===== src/rtl/fft_addr_gen.sv =====
// fft_addr_gen
// Control sequencer for an in-place radix-2 DIF FFT. For each stage it issues
// one butterfly per cycle: an operand address pair plus a twiddle ROM index.
// The matching write-back addresses come out PIPE_LAT cycles later. A
// PIPE_LAT-cycle drain gap separates stages, so the next stage never reads a
// location that the previous stage has not yet written.
//
// Ports
//   clk        rising-edge clock
//   reset      asynchronous, active-low reset
//   start      begin a transform (sampled only in IDLE)
//   stall      hold issue while in RUN
//   busy       high while a transform is in progress
//   done       one-cycle pulse after the final write-back
//   stage      current stage index 0..LOG2N-1
//   rd_en      one butterfly issued this cycle
//   rd_addr_a  top operand address
//   rd_addr_b  bottom operand address
//   tw_idx     twiddle ROM index, valid with rd_en
//   wr_en      write-back strobe (rd_en delayed by PIPE_LAT)
//   wr_addr_a  write address for the top result
//   wr_addr_b  write address for the bottom result
module fft_addr_gen #(
  parameter int LOG2N    = 4,
  parameter int PIPE_LAT = 3,
  parameter int STG_W    = 4
) (
  input  logic             clk,
  input  logic             reset,
  input  logic             start,
  input  logic             stall,
  output logic             busy,
  output logic             done,
  output logic [STG_W-1:0] stage,
  output logic             rd_en,
  output logic [LOG2N-1:0] rd_addr_a,
  output logic [LOG2N-1:0] rd_addr_b,
  output logic [LOG2N-2:0] tw_idx,
  output logic             wr_en,
  output logic [LOG2N-1:0] wr_addr_a,
  output logic [LOG2N-1:0] wr_addr_b
);
  localparam int B_W  = LOG2N - 1;
  localparam int FC_W = $clog2(PIPE_LAT + 1);
  localparam logic [B_W-1:0]   B_LAST  = '1;
  localparam logic [STG_W-1:0] S_LAST  = STG_W'(LOG2N - 1);
  localparam logic [FC_W-1:0]  FC_LAST = FC_W'(PIPE_LAT);

  typedef enum logic [1:0] {IDLE, RUN, FLUSH, DONE} state_t;

  state_t           state_q, state_d;
  logic [STG_W-1:0] s_d;
  logic [B_W-1:0]   b_q, b_d;
  logic [FC_W-1:0]  fc_q, fc_d;
  logic             issue, busy_d, done_d;
  logic [LOG2N-1:0] nxt_a, nxt_b;
  logic [B_W-1:0]   nxt_tw;

  // Distance between the two operands of a butterfly in stage s: N >> (s+1).
  function automatic logic [LOG2N-1:0] span_of(input logic [STG_W-1:0] s);
    return LOG2N'(1) << (LOG2N - 1 - int'(s));
  endfunction

  // Top operand: group index moved above the span bits, position kept below.
  function automatic logic [LOG2N-1:0] addr_top(input logic [STG_W-1:0] s,
                                                input logic [B_W-1:0]   b);
    logic [LOG2N-1:0] bx, pos, grp;
    bx  = {1'b0, b};
    pos = bx & (span_of(s) - LOG2N'(1));
    grp = bx >> (LOG2N - 1 - int'(s));
    return (grp << (LOG2N - int'(s))) | pos;
  endfunction

  // Twiddle index: position within the group scaled by 2**s. For s = 0 the
  // mask shift overflows to zero, so the mask wraps to all ones.
  function automatic logic [B_W-1:0] tw_of(input logic [STG_W-1:0] s,
                                           input logic [B_W-1:0]   b);
    logic [B_W-1:0] mask;
    mask = (B_W'(1) << (LOG2N - 1 - int'(s))) - B_W'(1);
    return (b & mask) << s;
  endfunction

  // The registered outputs describe the current cycle. The next-state logic
  // therefore decides what the next cycle presents; accepting start or
  // leaving FLUSH issues butterfly 0 straight away.
  always_comb begin
    state_d = state_q;
    s_d     = stage;
    b_d     = b_q;
    fc_d    = fc_q;
    issue   = 1'b0;
    busy_d  = busy;
    done_d  = 1'b0;
    case (state_q)
      IDLE: begin
        if (start) begin
          state_d = RUN;
          s_d     = '0;
          b_d     = '0;
          issue   = 1'b1;
          busy_d  = 1'b1;
        end
      end
      RUN: begin
        if (b_q == B_LAST) begin
          state_d = FLUSH;
          fc_d    = FC_W'(1);
        end else if (!stall) begin
          b_d   = b_q + B_W'(1);
          issue = 1'b1;
        end
      end
      FLUSH: begin
        if (fc_q == FC_LAST) begin
          if (stage == S_LAST) begin
            state_d = DONE;
            busy_d  = 1'b0;
            done_d  = 1'b1;
          end else begin
            state_d = RUN;
            s_d     = stage + STG_W'(1);
            b_d     = '0;
            issue   = 1'b1;
          end
        end else begin
          fc_d = fc_q + FC_W'(1);
        end
      end
      DONE:    state_d = IDLE;
      default: state_d = IDLE;
    endcase
  end

  always_comb begin
    nxt_a  = addr_top(s_d, b_d);
    nxt_b  = nxt_a + span_of(s_d);
    nxt_tw = tw_of(s_d, b_d);
  end

  always_ff @(posedge clk or negedge reset) begin
    if (!reset) begin
      state_q   <= IDLE;
      stage     <= '0;
      b_q       <= '0;
      fc_q      <= '0;
      busy      <= 1'b0;
      done      <= 1'b0;
      rd_en     <= 1'b0;
      rd_addr_a <= '0;
      rd_addr_b <= '0;
      tw_idx    <= '0;
    end else begin
      state_q <= state_d;
      stage   <= s_d;
      b_q     <= b_d;
      fc_q    <= fc_d;
      busy    <= busy_d;
      done    <= done_d;
      rd_en   <= issue;
      // Addresses hold while no butterfly is issued (stall, flush, idle).
      if (issue) begin
        rd_addr_a <= nxt_a;
        rd_addr_b <= nxt_b;
        tw_idx    <= nxt_tw;
      end
    end
  end

  // Write-back delay line: stage 0 captures the read side, and the last
  // stage drives the write port. It shifts every cycle regardless of stall.
  logic             vld_p [PIPE_LAT];
  logic [LOG2N-1:0] wa_p  [PIPE_LAT];
  logic [LOG2N-1:0] wb_p  [PIPE_LAT];

  always_ff @(posedge clk or negedge reset) begin
    if (!reset) begin
      for (int i = 0; i < PIPE_LAT; i++) begin
        vld_p[i] <= 1'b0;
        wa_p[i]  <= '0;
        wb_p[i]  <= '0;
      end
    end else begin
      vld_p[0] <= rd_en;
      wa_p[0]  <= rd_addr_a;
      wb_p[0]  <= rd_addr_b;
      for (int i = 1; i < PIPE_LAT; i++) begin
        vld_p[i] <= vld_p[i-1];
        wa_p[i]  <= wa_p[i-1];
        wb_p[i]  <= wb_p[i-1];
      end
    end
  end

  assign wr_en     = vld_p[PIPE_LAT-1];
  assign wr_addr_a = wa_p[PIPE_LAT-1];
  assign wr_addr_b = wb_p[PIPE_LAT-1];

endmodule


===== config.mk =====
export PLATFORM = sky130hd
export DESIGN_NAME = fft_addr_gen
export DESIGN_NICKNAME = d
export VERILOG_FILES = /design/src/rtl/fft_addr_gen.sv
export SDC_FILE = /design/constraint.sdc
export NUM_CORES = 1
export LEC_CHECK = 0
export BUFFER_PORTS_ARGS = -buffer_cell sky130_fd_sc_hd__buf_2
export CORE_MARGIN = 2
export CORE_UTILIZATION = 55
export DETAILED_ROUTE_END_ITERATION = 16
export HOLD_SLACK_MARGIN = 0.08
export PLACE_DENSITY = 0.77
export SLEW_MARGIN = 20
export SYNTH_ARGS = -nofsm -noshare
export SYNTH_HDL_FRONTEND = slang
export SYNTH_SLANG_ARGS = --single-unit

===== constraint.sdc =====
create_clock -name clk -period 7 [get_ports clk]
set_clock_uncertainty 0.2 [all_clocks]
set_input_delay 0.35 -clock clk [delete_from_list [all_inputs] [get_ports clk]]
set_output_delay 0.35 -clock clk [all_outputs]
set_load 0.02 [all_outputs]

## Yosys cells after proc, flatten, opt, wreduce, memory -nomap -nowiden

Index checks and enable logic that the tools add are counted.

| storage, ports and cells | value |
|---|---|
| register bits after elaboration | 52 |
| output and inout bits | 27 |

| cells by class | value |
|---|---|
| $add $sub $neg | 8 |
| equal/unequal tests | 11 |
| shift operators | 5 |
| muxes and demuxes | 31 |
| bitwise gates (word level) | 3 |
| reduce and logical (&&, ||, !) cells | 6 |

Operator list:

| kind | number |
|---|---|
| $shl A1 B32 Y3 const A | 1 |
| $shl A1 B32 Y4 const A | 1 |
| $shl A4 B32 Y4 | 1 |
| $shr A3 B32 Y4 | 1 |
| $mux W3 | 5 |
| $mux W2 | 6 |
| $mux W4 | 3 |
| $mux W1 | 11 |
| $ne A2 B2 Y1 const B | 5 |
| $pmux W3 S3 | 1 |
| $pmux W2 S4 | 1 |
| $pmux W4 S2 | 1 |
| $eq A2 B2 Y1 const B | 3 |
| $reduce_and A3 Y1 | 2 |
| $sub A2 B4 Y5 const A | 1 |
| $sub A3 B4 Y5 const A | 1 |
| $add A4 B1 Y4 const B | 1 |
| $add A4 B4 Y4 | 1 |
| $and A3 B4 Y4 | 1 |
| $eq A4 B2 Y1 const B | 1 |
| $or A4 B4 Y4 | 1 |
| $pmux W2 S2 | 1 |
| $reduce_and A4 Y1 | 1 |
| $reduce_bool A2 Y1 | 2 |
| 11 further kinds | 11 |

## Depth between registers and ports, before layout

| depth | value |
|---|---|
| depth after elaboration | 10 |
| mapped depth | 17 |
| gate-level depth less buffers | 17 |

## Worst setup path after synthesis

OpenSTA, ideal clock, no wires.

| path | value |
|---|---|
| path kind | flip-flop to flip-flop |
| start point | reg stage[1] |
| end point | reg rd_addr_b[3] |
| library setup time | 0.087 ns |
| arrival | 3.545 ns |
| setup slack | 3.168 ns |
| stages on the path, launching flop included | 18 |
| path buffers | 0 |
| period minus slack after synthesis | 3.832 ns |
| cells stage by stage | dfrtp_1 -> ha_1 -> or3b_4 -> and3_4 -> a211oi_4 -> inv_2 -> nand2b_1 -> nor2_1 -> inv_1 -> ha_1 -> nor2b_1 -> nand2b_1 -> ha_1 -> a21o_1 -> a21oi_1 -> xnor2_1 -> a2111o_1 -> o211ai_1 |

| between the ends | value |
|---|---|
| word-level cells in the longest chain between the ends | 10 |
| elaborated cells between the ends (all ways) | 21 |
| classes of those cells | 5 x add/sub; 1 x eq/ne; 3 x shift; 10 x mux; 2 x bitwise |

RTL lines:

| item | RTL line | source |
|---|---|---|
| start, declared | 34 | `output logic [STG_W-1:0] stage,` |
| start signal, assigned | 143 | `stage <= '0;` |
| start signal, assigned | 154 | `stage <= s_d;` |
| $add A4 B1 Y4 / $eq A4 B2 Y1 (equally long branches) | 121, 115 |  |
| $mux W4 | 115 | `if (stage == S_LAST) begin` |
| $mux W4 | 114 | `if (fc_q == FC_LAST) begin` |
| $pmux W4 S2 (*) | 94 | `case (state_q)` |
| named net s_d[1] | 52 | `logic [STG_W-1:0] s_d;` |
| $sub A2 B4 Y5 | 61, 70 |  |
| $shl A1 B32 Y4 | 61 | `return LOG2N'(1) << (LOG2N - 1 - int'(s));` |
| $sub A4 B1 Y4 | 69 | `pos = bx & (span_of(s) - LOG2N'(1));` |
| $and A3 B4 Y4 | 69 |  |
| $or A4 B4 Y4 (*) | 71 | `return (grp << (LOG2N - int'(s))) \| pos;` |
| named net nxt_a[1] | 56 | `logic [LOG2N-1:0] nxt_a, nxt_b;` |
| $add A4 B4 Y4 (*) | 136 | `nxt_b = nxt_a + span_of(s_d);` |
| end signal, assigned | 163 | `rd_addr_b <= nxt_b;` |
| end, declared | 37 | `output logic [LOG2N-1:0] rd_addr_b,` |

Mark *: on every way through the listed nets, which the timed path passes. The rest lies on a longest branch.
A chain may end at the register's enable or synchronous reset.

## Worst setup path after layout

Ends and elaborated chain as after synthesis.

==> impl_metrics.yaml <==
drt:
  routedWlPerCell_um: 14.6
  vias_per_cell: 5.44
  vias: 1491
  totalWireLength_um: 4000
  drtAntennaViolNets: 0
  firstDrtPassIters: 4
  drc_errors: 0
  drtIter0Drc: 143
logic_synthesis:
  yosysTopAreaCell: "dfrtp_1"
  ys_seq_area_share_pct: 56.4
  synthTopCellsByArea: "dfrtp_1, ha_1, nand2_1, buf_4, mux2_2"
  synth_nets: 209
  synth_top_area_share_pct: 56.4
  syn_area_per_cell_um2: 11.8
  ys_types: 53
  async_flop_share_pct: 100
  synth-warning-count: 0
  synth-main-ff-cell: "dfrtp_1"
  synth_most_common_cell: "dfrtp_1"
  synth_common_cells: "dfrtp_1, nand2_1, ha_1"
  synth_edf_count: 0
  netlist_instances: 195
  ys_ff_latch: 52
  syn-cell-area_mm2: 0.00231
clock_network:
  postCtsSetupBuffers: 0
  clk_latency_ns: 0.31
  cts_tree: "yes"
  cts-htree-levels: 2
  clkTransAtPathRegs_ns: 0.10
  cts-root-buf: "clkbuf_8"
  clkSinkCount: 52
  numCtsBuffers: 5
  clockBufferDepth: 2
global_routing:
  grt_util_all_layers_pct: 19.3
  overflow: 0
  grt_pass1_wl_um: 6450
  grt_max_degree: 53
  grt_antenna_before_repair: 0
  grt_pass1_vias: 1337
sta:
  period_share_pct: 59.0
  layout_min_cycle_time_ns: 4.13
  slew_headroom_pct: 57.1
  worst_slew_pin_slew_ns: 0.643
  final-setup-viol-count: 0
  fmax_ghz: 0.242
  slew_viol_final: 0
  hold_viol: 0
  tns_ns: 0
  rsz0062_at_grt: "no"
layout:
  antenna_cells: 0
  drive_above_1_share_pct: 25.0
  final_nets: 237
  syn_to_final_growth_pct: 11.3
  stdcell_area_mm2: 0.00257
place:
  io_buffers: 30
  placement.cell_area_mm2: 0.00246
  dp_hpwl_um: 2730
  gp_congestion: 0.863
power:
  power_density_mw_per_mm2: 391
  p_leak_nw: 1.25
  peakVddDrop_v: 0.000246
setup_path:
  rrSetupSlack_ns: 2.87
  start_kind: "register"
  critPathCaptureType: "register"
  cp_max_fo: 7
  worstPathArrival_ns: 4.16
  crit_type: "register to register"
  critPathRequiredTime_ns: 7.03
job:
  maxCapViolations: 0
floorplan:
  ioPinCount: 31
  dieArea_mm2: 0.00473
  core_mm2: 0.00403
  die_height_um: 68.8
  die_w_um: 68.8
  std_cell_rows: 23
  start_util_pct: 57.2
min_path:
  hold_class: "register to register"
run_status:
  status: "finished, final reports clean"
[cell type report]
class                      instances  area [um^2]
tap                               50         62.6
fill                             325         1460
inverter                          12         45.0
sequential                        52         1300
clock buffer                       5         68.8
timing repair buffer              33          178
multi-input combinational        119          883
clock inverter                     3         27.5
[logic make-up (layout without fill, tap and decap cells)]
kind of cell | Yosys count | count (layout) | share of synthesized area (%)
AND/OR/NAND/NOR | 56 | 56 | 13.8
flip-flops | 52 | 52 | 56.4
AO/OA/AOI/OAI | 39 | 39 | 12.8
buffers and inverters | 24 | 53 | 5.26
adder cells (fa/ha/maj) | 10 | 10 | 5.75
multiplexers | 8 | 8 | 3.69
XOR/XNOR | 6 | 6 | 2.28
[path summary, 6_finish.rpt]
path | cells after the start | start | to
worst max-delay path | 17 | stage[1] | rd_addr_b[3]
worst max register to register | 17 | stage[1] | rd_addr_b[3]
min in group asynchronous | 2 | reset | fc_q[1]
worst min-delay path | 0 | wb_p[11] | wb_p[7]
worst min register to register | 0 | wb_p[11] | wb_p[7]
max in group asynchronous | 2 | reset | state_q[1]
[sequential cells by signal, summed over array words and instances, names as in the netlist, 2 cells and up]
signal and flops:
wa_p 8, wb_p 8, rd_addr_a 4, rd_addr_b 4, stage 4, wr_addr_a 4, wr_addr_b 4, b_q 3
tw_idx 3, fc_q 2, state_q 2, vld_p 2
[timing repair]
| item | in CTS | in global routing |
|---|---|---|
| hold endpoints to repair | 6 | 0 |
| hold buffers | 1 | 0 |
| resized for setup | 0 | 0 |
[worst max-delay path, cell delays in order (launching register included)]
cell and delay, ns:
dfrtp_1 0.45, ha_1 0.24, or3b_4 0.42, and3_4 0.19, a211oi_4 0.39, inv_2 0.15, nand2b_1 0.10, nor2_1 0.05
inv_1 0.12, ha_1 0.25, nor2b_1 0.20, nand2b_1 0.17, ha_1 0.24, a21o_1 0.17, a21oi_1 0.18, xnor2_1 0.11
a2111o_1 0.34, o211ai_1 0.09
[cell usage in the layout (no fill, tap or decap), types with 5 or more instances in the layout]
cell | synthesis | final
dfrtp_1 | 52 | 52
buf_2 | 1 | 29
nand2_1 | 20 | 20
ha_1 | 9 | 9
inv_1 | 8 | 8
o21ai_0 | 8 | 8
a21oi_1 | 7 | 7
nor2_1 | 5 | 5
nand2b_1 | 5 | 5
clkbuf_8 | 0 | 5
[power breakdown]
part | leakage (nW) | internal (mW) | switching, mW
combinational | 0.544 | 0.141 | 0.229
sequential | 0.656 | 0.400 | 0.0556
clock | 0.0463 | 0.0735 | 0.103
[per-layer routing]
layer	vias to the layer above	track usage (%)	wire (um)	share of wire, %
met1	713	26.9	1880	47
met3	6	5.36	187	4.7
met4	0	9.56	64	1.6
li1	736	-	-	-
met5	-	0	0	0
met2	36	27.9	1860	47
[through the flow]
stage | power [mW] | setup slack (ns) | hold WS, ns | utilization [%] | std cells
floorplan | 0.739 | 3.17 | -0.146 | - | 195
global placement | 0.822 | 2.99 | 0.131 | 61.0 | 265
detailed placement | 0.834 | 2.95 | 0.135 | 61.0 | 265
CTS | 1.01 | 2.92 | 0.153 | 63.6 | 274
global route | 1.08 | 2.60 | 0.153 | 63.7 | 274
finish | 1.00 | 2.87 | 0.149 | 63.7 | 274
Power figures use the tool's default switching activity.
